$ cat src/rtl/split_check_sequencer.sv
// rtl/split_check_sequencer.sv - sequences split-constraint checks for one candidate
//
// Walks one candidate assignment through NUM_SPLITS split blocks on a shared
// evaluator port, one split at a time, stopping at the first unsatisfied split
// or when the evaluator stays silent for TIMEOUT WAIT cycles.
//
// Ports:
//   clk, rst_n            rising-edge clock, asynchronous active-low reset
//   start_valid/ready     candidate handshake (ready only while idle)
//   abort                 synchronous cancel, highest priority
//   sel_valid, sel_idx    one-cycle issue pulse and index of the split under test
//   res_valid, res_x      evaluator result strobe and satisfaction bit
//   done_valid/ready      verdict handshake
//   done_pass, fail_idx,  verdict: all satisfied / first failing index /
//   timeout               failure caused by evaluator silence
module split_check_sequencer #(
  parameter int NUM_SPLITS = 16,
  parameter int IDX_W      = 4,
  parameter int TIMEOUT    = 15,
  parameter int TO_W       = 8
) (
  input  logic             clk,
  input  logic             rst_n,
  input  logic             start_valid,
  output logic             start_ready,
  input  logic             abort,
  output logic             sel_valid,
  output logic [IDX_W-1:0] sel_idx,
  input  logic             res_valid,
  input  logic             res_x,
  output logic             done_valid,
  input  logic             done_ready,
  output logic             done_pass,
  output logic [IDX_W-1:0] fail_idx,
  output logic             timeout
);

  typedef enum logic [1:0] {
    IDLE  = 2'd0,
    ISSUE = 2'd1,
    WAIT  = 2'd2,
    DONE  = 2'd3
  } state_t;

  localparam logic [IDX_W-1:0] LAST_IDX = IDX_W'(NUM_SPLITS - 1);
  localparam logic [TO_W-1:0]  TO_MAX   = TO_W'(TIMEOUT - 1);

  state_t           state;
  state_t           state_nxt;
  logic [IDX_W-1:0] idx;
  logic [TO_W-1:0]  to_cnt;
  logic             at_last;
  logic             expired;

  assign at_last = (idx == LAST_IDX);
  // Expiry is judged on the count of silent WAIT cycles already spent, so the
  // evaluator gets exactly TIMEOUT WAIT cycles to answer.
  assign expired = (to_cnt == TO_MAX);

  // State register.
  always_ff @(posedge clk or negedge rst_n) begin
    if (!rst_n) begin
      state <= IDLE;
    end else begin
      state <= state_nxt;
    end
  end

  // Next-state logic; abort overrides every other event.
  always_comb begin
    state_nxt = state;
    if (abort) begin
      state_nxt = IDLE;
    end else begin
      case (state)
        IDLE: begin
          if (start_valid) begin
            state_nxt = ISSUE;
          end
        end
        ISSUE: begin
          state_nxt = WAIT;
        end
        WAIT: begin
          // A result arriving on the expiry cycle takes precedence.
          if (res_valid) begin
            if (!res_x || at_last) begin
              state_nxt = DONE;
            end else begin
              state_nxt = ISSUE;
            end
          end else if (expired) begin
            state_nxt = DONE;
          end
        end
        DONE: begin
          if (done_ready) begin
            state_nxt = IDLE;
          end
        end
        default: begin
          state_nxt = IDLE;
        end
      endcase
    end
  end

  // Output decode.
  always_comb begin
    start_ready = (state == IDLE);
    sel_valid   = (state == ISSUE);
    done_valid  = (state == DONE);
    sel_idx     = idx;
  end

  // Datapath: split index, timeout counter and the registered verdict.
  always_ff @(posedge clk or negedge rst_n) begin
    if (!rst_n) begin
      idx       <= '0;
      to_cnt    <= '0;
      done_pass <= 1'b0;
      fail_idx  <= '0;
      timeout   <= 1'b0;
    end else if (abort) begin
      done_pass <= 1'b0;
      fail_idx  <= '0;
      timeout   <= 1'b0;
    end else begin
      case (state)
        IDLE: begin
          if (start_valid) begin
            idx <= '0;
          end
        end
        ISSUE: begin
          to_cnt <= '0;
        end
        WAIT: begin
          if (res_valid) begin
            if (!res_x) begin
              done_pass <= 1'b0;
              fail_idx  <= idx;
              timeout   <= 1'b0;
            end else if (at_last) begin
              done_pass <= 1'b1;
              fail_idx  <= '0;
              timeout   <= 1'b0;
            end else begin
              idx <= idx + 1'b1;
            end
          end else if (expired) begin
            // Counter holds here rather than wrapping.
            done_pass <= 1'b0;
            fail_idx  <= idx;
            timeout   <= 1'b1;
          end else begin
            to_cnt <= to_cnt + 1'b1;
          end
        end
        DONE: begin
          if (done_ready) begin
            done_pass <= 1'b0;
            fail_idx  <= '0;
            timeout   <= 1'b0;
          end
        end
        default: begin
          idx <= '0;
        end
      endcase
    end
  end

endmodule

$ cat config.mk
export PLATFORM = sky130hd
export DESIGN_NAME = split_check_sequencer
export DESIGN_NICKNAME = d
export VERILOG_FILES = /design/src/rtl/split_check_sequencer.sv
export SDC_FILE = /design/constraint.sdc
export NUM_CORES = 1
export LEC_CHECK = 0
export CAP_MARGIN = 20
export CORE_ASPECT_RATIO = 0.5
export CORE_UTILIZATION = 47
export DETAILED_ROUTE_END_ITERATION = 10
export GPL_TIMING_DRIVEN = 0
export PLACE_DENSITY = 0.74
export REMOVE_ABC_BUFFERS = 1
export SLEW_MARGIN = 5
export SYNTH_ARGS = -nofsm -noshare
export SYNTH_HDL_FRONTEND = slang
export SYNTH_SLANG_ARGS = --single-unit
$ cat constraint.sdc
create_clock -name clk -period 2.3 [get_ports clk]
set_input_delay 0.46 -clock clk [delete_from_list [all_inputs] [get_ports clk]]
set_output_delay 0.46 -clock clk [all_outputs]
set_load 0.005 [all_outputs]
Word-level counts from Yosys, hierarchy flattened
Cells that the tools add are included.
{"block": "classes", "mux": 35, "reduce_logical": 10, "add_sub_neg": 2, "n_eq_ne": 15, "bitwise": 1}
{"cell": "$mux W4", "n": 10}
{"cell": "$mux W8", "n": 2}
{"cell": "$pmux W4 S2", "n": 2}
{"cell": "$pmux W8 S2", "n": 1}
{"cell": "$mux W2", "n": 6}
{"cell": "$ne A2 B2 Y1 const B", "n": 6}
{"cell": "$mux W1", "n": 11}
{"cell": "$add A8 B1 Y8 const B", "n": 1}
{"cell": "$eq A8 B4 Y1 const B", "n": 1}
{"cell": "$pmux W2 S4", "n": 1}
{"cell": "$reduce_and A4 Y1", "n": 2}
{"cell": "$ne A3 B2 Y1 const B", "n": 2}
{"cell": "$reduce_and A6 Y1", "n": 1}
{"cell": "$ne A5 B5 Y1 const B", "n": 1}
{"cell": "$add A4 B1 Y4 const B", "n": 1}
{"cell": "$eq A2 B2 Y1 const B", "n": 2}
{"cell": "$eq A4 B4 Y1 const B", "n": 1}
{"cell": "$ne A4 B4 Y1 const B", "n": 1}
{"cell": "$pmux W1 S2", "n": 2}
{"cell": "$reduce_bool A2 Y1", "n": 2}
{"cell": "$reduce_and A3 Y1", "n": 1}
{"cell": "$reduce_bool A3 Y1", "n": 1}
{"cell": "$eq A2 B1 Y1 const B", "n": 1}
{"cell": "$logic_not A2 Y1", "n": 1}
{"cell": "other kinds (3)", "n": 3}
{"block": "totals", "regBits": 20, "input_bits": 7, "wordCells": 69}

Longest topological paths before layout
Gate-level depths: netlist of run 1.
{"block": "logic_depth", "word_depth": 6, "ltp_mapped": 7}

Worst setup path after synthesis of run 1
OpenSTA, ideal clock, no wires.
{"block": "synth_timing", "path_kind": "register to register", "from": "reg to_cnt[0]", "to": "reg timeout", "arrival_time_ns": 2.257, "path_stages_with_launch": 8, "synth_period_minus_slack_ns": 2.382, "n_path_buf": 1, "setup_slack_ns": -0.082, "cell_sequence": "dfrtp_1 -> inv_1 -> ha_1 -> or4b_4 -> o211a_1 -> or4_4 -> buf_6 -> mux2_4"}
{"block": "synth_between", "elab_chain_cells": 3}
{"item": "start, declared", "line": "51", "rtl": "logic [TO_W-1:0] to_cnt;"}
{"item": "start signal, assigned", "line": "157", "rtl": "to_cnt <= to_cnt + 1'b1;"}
{"item": "$eq A8 B4 Y1", "line": "58", "rtl": "assign expired = (to_cnt == TO_MAX);"}
{"item": "$ne A4 B4 Y1 (no source line)"}
{"item": "$reduce_and A4 Y1 (no source line)"}
{"item": "end signal, assigned", "line": "123", "rtl": "timeout <= 1'b0;"}
{"item": "end signal, assigned", "line": "127", "rtl": "timeout <= 1'b0;"}
{"item": "end signal, assigned", "line": "143", "rtl": "timeout <= 1'b0;"}
{"item": "end, declared", "line": "35", "rtl": "output logic timeout"}
Every way passes these cells.
A chain may end at the register's enable or synchronous reset.

Worst setup path after layout of run 1
Ends and elaborated chain as after synthesis.

==> results of run 1 <==
==> critical path, cell delays in order, from the launching register on <==
cell	delay [ns]
dfrtp_1	0.39
inv_1	0.06
ha_1	0.13
or4b_4	0.48
o211a_1	0.27
or4_4	0.54
mux2_4	0.31
==> state kept, by name (all words and copies together), names as in the netlist <==
register	count
done_pass	1
fail_idx	4
sel_idx	4
state	2
timeout	1
to_cnt	8
==> cell families after synthesis <==
logic type      synth area share
xor+xnor                 0.01423
compound gates            0.1443
fa+ha+maj                0.08130
flops                     0.4065
buf+inv                  0.03354
simple gates              0.2581
mux                      0.06199
==> synth_stat cells, drive strengths merged, types with 2 or more instances <==
master and count:
nor4 2, or4b 2, mux2i 5, a21oi 4
a211o 3, and3 4, inv 5, nor2 9
nand2 12, o21ai 4, ha 8, mux2 2
or3 2, clkbuf 3, nand3 5, or4 2
nor3 3, nor2b 3, dfrtp 20, nand2b 6
==> how the worst max path moves through the flow <==
stage | from | endpoint | slack (ns) | depth (start not counted)
global route | to_cnt[0] | timeout | -0.06 | 6
global placement | to_cnt[0] | timeout | -0.14 | 6
detailed placement | to_cnt[0] | timeout | -0.15 | 6
floorplan | to_cnt[0] | timeout | -0.03 | 6
CTS | to_cnt[0] | timeout | 0.02 | 6
finish | to_cnt[0] | timeout | -0.009 | 6
==> layer usage <==
| layer | global-route usage | vias to the layer above | part of all wire |
|---|---|---|---|
| met5 | 0 | - | 0 |
| met4 | 0.05660 | 0 | 0.0055 |
| met3 | 0.05526 | 2 | 0.042 |
| met2 | 0.3131 | 18 | 0.44 |
| met1 | 0.2817 | 488 | 0.51 |
| li1 | - | 509 | - |
==> power by group <==
group	total, mW	switching [mW]	internal (mW)	leakage (nW)
Sequential	0.397	0.0231	0.374	0.277
Combinational	0.293	0.144	0.149	0.421
Clock	0.234	0.117	0.117	0.0216
==> area by class of cell <==
cell class                      instances  area (sq um)
Tap cell                               35         43.79
Multi-Input combinational cell         97         691.9
Clock buffer                            3         41.29
Sequential cell                        20         500.5
Timing Repair Buffer                   24         231.5
Inverter                                5         18.77
Fill cell                             210         814.5
==> timing repair <==
item,CTS,global route
pin swaps,2,1
setup endpoints to repair,2,10
gates resized for setup,0,2
endpoints found under the hold margin,0,0
buffers inserted,3,2
==> flow_summary.toml, run 1 <==
[route]
vias = 1017
routed_wl_mm = 2.525
drt_first_pass_iters = 4
first_iter_violations = 52
wl_per_cell_um = 13.72
antenna_left = 0
drc = 0
vias_per_cell = 5.527

[timing]
finalSetupTns_ns = -0.008518
post-route-min-period_ns = 2.309
setup_ws_ns = -0.008518
slew_viol_final = 0
hold_viol_final = 0
max_slew_margin = 0.3909
finalSetupViolCount = 1
finalClockSkew_ns = 0.009604
fmax_mhz = 433.2
period_share = 1.004
tightest_slew_ns = 0.9108
rsz0062_at_grt = "true"
hold_slack_ns = 0.5502

[logic_synthesis]
ys_types = 47
ys.flop_type = "dfrtp_1"
yosysSeqAreaShare = 0.4065
syn_area_sq_um = 1231
yosys-top-cells-area = "dfrtp_1 (41%), ha_1 (8.1%), mux2i_1 (4.1%), nand2_1 (3.7%), nand2b_1 (3.0%)"
synth_area_leader_cell = "dfrtp_1"
synth_edf_count = 0
yosysWarnings = 0
netlist.area_leader.share = 0.4065
avgSynthCellArea_sq_um = 9.771
async_reset_ff_frac = 1.000
synthCells = 126
synth-seq-cells = 20

[pwr]
p_total_uw = 924.1
p_leak_nw = 0.7194
power_density_nw_per_um2 = 604.9
peakVddDrop_v = 0.0003160

[cells_and_area]
layout_commonest_cell = "dfrtp_1"
final_area_sq_um = 1528
final_util = 0.6522
instances_no_fill = 184
n_antenna_cell = 0
area_growth_syn_to_layout_pct = 24.09
drive_above_1_share = 0.1074
nets = 166
most-common-layout-cells = "dfrtp_1 (20), clkdlybuf4s50_1 (19), nand2_1 (12)"

[clock_network]
clock_path_buffers = 2
htree_levels = 1
cts_root_buf = "clkbuf_8"
cts_buffers = 3
cts_tree = "yes"
path_clk_slew_ns = 0.08
cts.sinks = 20
clk_latency_ns = 0.27
ctsHoldBuffers = 0

[run]
maxCapViolations = 0

[worst_setup_path]
r2r_cells = 6
r2r-end = "timeout"
end_kind = "flop"
cp.required_ns = 2.45
critPathLaunchType = "flop"
rrSetupSlack_ns = -0.009
worst-setup-path-type = "reg2reg"
crit_fanout = 3
arrival_ns = 2.45
rr_startpoint = "to_cnt[0]"

[floorplanning]
io_pins = 20
rows = 12
fp.dieArea_sq_um = 2841
core-area_sq_um = 2342
die_w_um = 74.38
initial_core_util = 0.5256
die_h_um = 38.19

[placed_design]
hpwl_mm = 1.772
gp_congestion = 0.7795
post-place-cells = 176
place_area_sq_um = 1443
pre_cts_ws_ns = -0.1490
io_buffers = 19

[global_routing]
grt_max_degree = 21
grtUsageTotal = 0.2032
overflow = 0
grt_pass1_wl_mm = 4.167
antenna_found_initial = 0
grt_pass1_vias = 896

[status]
violations = "negative setup slack"
status = "complete, but fails checks"

[min_path]
hold-path-endpoint = "fail_idx[1]"
min_delay_path_depth = 2
hold_path_class = "reg2reg"
min_from = "fail_idx[1]"
No activity file was read; power rests on OpenSTA's default activity.
==> run 2, diff against run 1 <==
--- a/config.mk
+++ b/config.mk
@@ -10,7 +10,7 @@
 export CORE_UTILIZATION = 47
 export DETAILED_ROUTE_END_ITERATION = 10
 export GPL_TIMING_DRIVEN = 0
-export PLACE_DENSITY = 0.74
+export PLACE_DENSITY = 0.71
 export REMOVE_ABC_BUFFERS = 1
 export SLEW_MARGIN = 5
 export SYNTH_ARGS = -nofsm -noshare
==> run 2 against run 1 <==
The flow now finishes without violations. Non-clock buffer count stayed put. Combinational power hardly changed. First-iteration DRC count shrank 54%. Hold slack worse by 0.0039 ns. Sequential share of layout area is 0.29 points lower. Critical path type unchanged. Critical endpoint unchanged. Largest power group unchanged.
==> flow_summary.toml, run 2 (synthesis gave the netlist of run 1 again) <==
[status]
status = "completed"

[clock_network]
cts_root_buf = "clkbuf_8"
ctsHoldBuffers = 0
cts_tree = "yes"
clock_path_buffers = 2
clk_latency_ns = 0.26
cts.sinks = 20
cts_buffers = 3
htree_levels = 1
path_clk_slew_ns = 0.08

[pwr]
power_density_nw_per_um2 = 628.7
seq_power_share = 0.410
total_switching_power_uw = 293.9
peakVddDrop_v = 0.0003959
internal_power_uw = 675.2
clkPwrFrac = 0.285
p_comb_frac = 0.305
switching_share = 0.3032
p_leak_nw = 0.7266

[cells_and_area]
largest_register_ffs = 8
nets = 166
seqCellArea_sq_um = 500.5
multi_input_area_sq_um = 691.9
instances_no_fill = 185
area_growth_syn_to_layout_pct = 25.20
top_register = "to_cnt"
layout_commonest_cell = "dfrtp_1"
final_util = 0.6581
most-common-layout-cells = "dfrtp_1 (20), clkdlybuf4s50_1 (19), nand2_1 (12)"
drive_above_1_share = 0.1133
fill_cells = 207
n_antenna_cell = 0

[timing]
max_slew_margin = 0.3858
rsz0062_at_grt = "true"
finalSetupViolCount = 0
slew_viol_final = 0
fmax_mhz = 435.2
hold_viol_final = 0
finalClockSkew_ns = 0.002297
post-route-min-period_ns = 2.298
finalSetupTns_ns = 0
period_share = 0.9989
tightest_slew_ns = 0.9184
setup_ws_ns = 0.002421

[worst_setup_path]
rr_startpoint = "to_cnt[0]"
worst-setup-path-type = "reg2reg"
slowest_stage = "or4_4"
arrival_ns = 2.45
worstPathCellList = "inv_1, ha_1, or4b_4, o211a_1, or4_4, mux2_4"
timing.critical_path.from = "to_cnt[0]"
end_kind = "flop"
slowest_delay_ns = 0.54
critPathLaunchType = "flop"
r2r_cells = 6
cp-endpoint = "timeout"
rrSetupSlack_ns = 0.002
r2r-end = "timeout"
crit_fanout = 2
cp.required_ns = 2.45

[floorplanning]
core-area_sq_um = 2342
io_pins = 20
rows = 12
fp.dieArea_sq_um = 2841
die_h_um = 38.19
initial_core_util = 0.5256
die_w_um = 74.38

[placed_design]
io_buffers = 19
post-place-cells = 176
pre_cts_ws_ns = -0.1719
gp_congestion = 0.7848
hpwl_mm = 1.851

[route]
routed_wl_mm = 2.663
antenna_left = 0
wl_per_cell_um = 14.39
vias_per_cell = 5.535
drt_first_pass_iters = 4
drc = 0
first_iter_violations = 24
vias = 1024

[global_routing]
overflow = 0
grt_pass1_wl_mm = 4.485
grt_pass1_vias = 999
grtUsageTotal = 0.2200
grt_max_degree = 21
antenna_found_initial = 0

[min_path]
hold_path_class = "reg2reg"

[run]
maxCapViolations = 0
==> run 2: cell type report <==
cell class,instances,share of cell area
flip-flops and latches,20,0.3247
repair buffers,24,0.1502
inverters,5,0.01218
well taps,35,0.02841
multi-input cells,97,0.4489
clock buffers,4,0.03571
==> run 2: through the flow <==
stage          hold slack, ns  instance area, sq um  total power [mW]
5_1_grt                0.5684                  1541             1.017
2_1_floorplan          0.1644                  1209            0.5668
3_5_place_dp           0.5401                  1443            0.6837
6_report               0.5462                  1541            0.9691
3_3_place_gp           0.5358                  1443            0.6762
4_1_cts                0.5548                  1528            0.9656
==> run 2: worst min path at each step <==
stage	from	end	slack (ns)	depth (start not counted)
floorplan	rst_n	done_pass	0.16	0
global placement	done_pass	done_pass	0.54	2
detailed placement	fail_idx[1]	fail_idx[1]	0.54	2
finish	fail_idx[1]	fail_idx[1]	0.55	2
global route	fail_idx[0]	fail_idx[0]	0.57	2
CTS	fail_idx[1]	fail_idx[1]	0.55	2
==> run 2: power groups by stage <==
| stage | sequential [mW] | clock (mW) | combinational, mW |
|---|---|---|---|
| after floorplan | 0.403 | 0 | 0.164 |
| after global placement | 0.405 | 0 | 0.271 |
| after detailed placement | 0.407 | 0 | 0.277 |
| after CTS | 0.398 | 0.278 | 0.290 |
| after global routing | 0.402 | 0.291 | 0.325 |
| final | 0.397 | 0.276 | 0.296 |
==> run 2: what timing repair did <==
action	4_1_cts	5_1_grt
setup endpoints to repair	6	10
setup buffers	4	1
endpoints found under the hold margin	0	0
gates resized for setup	0	2
pin swaps	2	1
==> run 2: metal layers <==
metal | global-route usage | vias to the layer above | routed length (um)
li1 | - | 507 | -
met1 | 0.2694 | 498 | 1285
met2 | 0.3671 | 15 | 1264
met3 | 0.07895 | 4 | 100
met4 | 0.07075 | 0 | 12
met5 | 0 | - | 0
==> run 2: worst max-delay path, delay by kind of cell, from the launching register on <==
family,cells,cell delay (ns)
compound gates,1,0.27
buf+inv,1,0.06
mux,1,0.32
simple gates,2,1.01
fa+ha+maj,1,0.14
flops,1,0.39
